[config.mk]
export PLATFORM = sky130hd
export DESIGN_NAME = gate_chk_timer
export DESIGN_NICKNAME = d
export VERILOG_FILES = /design/src/rtl/gate_chk_pkg.sv /design/src/rtl/gate_chk_timer.sv
export SDC_FILE = /design/constraint.sdc
export NUM_CORES = 1
export LEC_CHECK = 0
export CAP_MARGIN = 15
export CORE_AREA = 2 2 39 41
export DETAILED_ROUTE_END_ITERATION = 16
export DIE_AREA = 0 0 41 43
export PLACE_DENSITY = 0.66
export SLEW_MARGIN = 15
export SYNTH_ARGS = -nofsm -noshare
export SYNTH_HDL_FRONTEND = slang
export SYNTH_SLANG_ARGS = --single-unit
[constraint.sdc]
create_clock -name clk -period 2.5 [get_ports clk]
set_input_delay 0.5 -clock clk [delete_from_list [all_inputs] [get_ports clk]]
set_output_delay 0.5 -clock clk [all_outputs]
set_load 0.02 [all_outputs]
[src/rtl/gate_chk_pkg.sv]
// Shared types and constants for the gate response checker.
// Optional first-failure capture is enabled with GATE_CHK_FIRST_FAIL_EN.
package gate_chk_pkg;

    typedef enum logic [1:0] {
        S_IDLE   = 2'd0,
        S_SETTLE = 2'd1,
        S_SAMPLE = 2'd2,
        S_DONE   = 2'd3
    } chk_state_t;

    // Common 2-input truth tables, bit i = expected output for stim == i
    localparam logic [3:0] TT_NAND2 = 4'b0111;
    localparam logic [3:0] TT_AND2  = 4'b1000;
    localparam logic [3:0] TT_OR2   = 4'b1110;
    localparam logic [3:0] TT_XOR2  = 4'b0110;
    localparam logic [3:0] TT_NOR2  = 4'b0001;

    // Settle timer width covers the full 1..255 settle range
    localparam int TMR_W = 8;

    // Number of input vectors swept for an n-input gate
    function automatic int num_vec(input int n);
        return 1 << n;
    endfunction

endpackage

[src/rtl/gate_chk_timer.sv]
// Loadable down-counter used for the per-vector settle interval.
module gate_chk_timer
    import gate_chk_pkg::*;
(
    input  logic             clk,
    input  logic             rst_n,
    input  logic             load,
    input  logic [TMR_W-1:0] load_val,
    input  logic             en,
    output logic             zero
);

    logic [TMR_W-1:0] count;

    // Load has priority; counting stops at zero
    always_ff @(posedge clk or negedge rst_n) begin
        if (!rst_n) begin
            count <= '0;
        end else if (load) begin
            count <= load_val;
        end else if (en && (count != '0)) begin
            count <= count - TMR_W'(1);
        end
    end

    assign zero = (count == '0);

endmodule

==> flow_summary.ini <==
[status]
run_status = complete, no violations

[pwr]
peakVddDrop_mv = 0.239
powerDensity_nw_per_um2 = 498
leakagePower_nw = 0.275

[critical_path]
crit_slowest_cell = or3b_2
regToRegStartpoint = count[3]$_DFFE_PN0P_
endpoint = zero
cp-startpoint = count[0]$_DFFE_PN0P_
crit_path_cell_trace = inv_1, ha_1, or3b_2, nor2_1, clkbuf_2
worstReg2RegEnd = count[6]$_DFFE_PN0P_
worstPathArrival_ns = 1.81
critical_path_class = reg2out
rrSetupSlack_ns = 0.63
endpoint_kind = output pin
worstPathMaxFanout = 4
start_kind = flip-flop
cp.required_ns = 2.00
slowest_delay_ns = 0.49
rr_worst_depth = 4

[final_layout]
fillers = 132
fin_area_sq_um = 707
largest-register = count
syn_to_final_growth_pct = 33.9
largest_reg_flops = 8
diodes = 0
final_nets = 91
biggestRegsByFlops = count x8
drive_gt1_frac = 0.133

[clock_tree]
clk_pin_slew_worst_paths_ns = 0.06
cts_inserted_buffers = 3
insertion_delay_ns = 0.26
cts_tree = yes
htreeDepth = 1
clkSinkCount = 8
clockBufferDepth = 2
clock-root-buffer = clkbuf_4

[sta]
slew_headroom = 0.572
fin_skew_ns = 0.00352
hold_viol = 0
worst_slew_pin_slew_ns = 0.640
fmax_mhz = 434
grt_setup_unrepaired = false
worst_slack_ns = 0.194
setup_viol = 0
slew_violations = 0
setup_tns_ns = 0
fin_hold_ws_ns = 0.523
period_share = 0.922
min_period_ns = 2.31

[floorplanning]
initial_utilization = 0.382
io_pins = 13
die-width_microns = 41
die_y_microns = 43
die_area_sq_um = 1760
coreArea_sq_um = 1380
num_rows = 14

[synthesis]
syn_inst = 58
synth_area_per_cell_sq_um = 9.10
netlist_area_sq_um = 528
synth_mux_area_frac = 0
synth-edff-count = 0
yosysWarnings = 0
seq_area_frac_synth = 0.379
synth-xor-area-share = 0
synth_area_leaders = dfrtp_1 (38%), ha_1 (4.7%), nor3b_1 (4.3%), or4_1 (4.3%), a221o_1 (3.8%)
synth_nets = 72
async_reset_ff_frac = 1.00
yosys_register_bits = 8
synth_compound_area_frac = 0.261
synth.distinct_cells = 31
synth_top_family_by_area = simple AND/OR/NAND/NOR gates
yosysTopAreaCellShare = 0.379
synth_simple_gate_area_share = 0.275
yosys_most_used_dff = dfrtp_1
yosysMostFrequentCell = dfrtp_1
synthTopCellsByCount = dfrtp_1 (8), nor2_1 (5)
yosysTopAreaCell = dfrtp_1
synthAdderAreaFrac = 0.0474

[global_routing]
grt_use_total = 0.169
grt_first_pass_wirelength_mm = 1.95
grt_max_degree = 14
overflow = 0
grt_pass1_vias = 429
antenna_found_initial = 0

[routing]
drt_pre_antenna_iters = 4
wl_met3_microns = 69
dr_wl_met2_microns = 519
wl_per_cell_microns = 13.4
met1_length_microns = 590
drcViolationCount = 0
drt_iter0_drc = 10
vias_per_cell = 5.78
ant_nets = 0
drt_wl_total_mm = 1.22
top_layer = met4
dr_total_vias = 526

[placed_design]
dpl_cell_area_sq_um = 689
io_buffer_count = 12
gp_congestion = 0.794
dpl_worst_slack_ns = 0.0469
dp_hpwl_microns = 899

[min_path]
min_path_type = in2async

[job]
cap_violations = 0
[final cells by class]
cell class | instances | area [sq um] | share of cell area
Multi-Input combinational cell | 45 | 308 | 0.435
Tap cell | 16 | 20.0 | 0.0283
Inverter | 3 | 11.3 | 0.0159
Clock buffer | 3 | 22.5 | 0.0319
Timing Repair Buffer | 16 | 145 | 0.205
Sequential cell | 8 | 200 | 0.283
[critical path: cells and delay by family (launching register included)]
family,cells,cell delay (ns)
fa+ha+maj,1,0.20
buf+inv,2,0.30
flops,1,0.40
simple gates,2,0.64
[report_power, final]
group          switching (mW)  internal, mW  total, mW
logic                  0.0422        0.0475     0.0897
registers              0.0141         0.144      0.158
clock network          0.0492        0.0553      0.105
[routing by layer]
layer / vias up / track usage
met2: 16 / 0.216
met4: 0 / 0.120
met1: 237 / 0.242
met3: 5 / 0.0314
met5: - / 0
li1: 268 / -
[through the flow]
step / std cells / util / power (mW)
final: 91 / 0.511 / 0.352
after global routing: 91 / 0.511 / 0.377
after CTS: 91 / 0.514 / 0.357
after detailed placement: 88 / 0.498 / 0.250
after global placement: 88 / 0.498 / 0.249
after floorplan: 58 / - / 0.209
[how the worst min path moves through the flow]
stage,start,endpoint,slack (ns),cells past startpoint
global route,rst_n,count[7]$_DFFE_PN0P_,0.56,1
CTS,rst_n,count[7]$_DFFE_PN0P_,0.54,1
detailed placement,count[0]$_DFFE_PN0P_,count[0]$_DFFE_PN0P_,0.57,2
floorplan,rst_n,count[0]$_DFFE_PN0P_,0.20,0
global placement,count[1]$_DFFE_PN0P_,count[1]$_DFFE_PN0P_,0.56,2
finish,rst_n,count[7]$_DFFE_PN0P_,0.52,1
[kinds of logic (layout without fill, tap and decap cells)]
group,count (synthesis),in the layout
buf+inv,5,22
compound gates,18,18
fa+ha+maj,2,2
simple gates,25,25
flops,8,8
[layout by cell type (no fill, tap or decap), drive strengths merged, types with 3 or more instances in the layout]
cell,count
buf,4
a21oi,3
nor3b,3
nor3,3
dfrtp,8
clkbuf,4
or4,3
clkdlybuf4s50,11
nor2,5
[repair_timing]
action | in CTS | in global routing
setup endpoints to repair | 1 | 1
cloned | 0 | 0
gates resized for setup | 1 | 2
hold endpoints to repair | 0 | 0
setup buffers | 0 | 0
hold buffers | 0 | 0
Note: power is estimated with default switching activity, not from simulation.
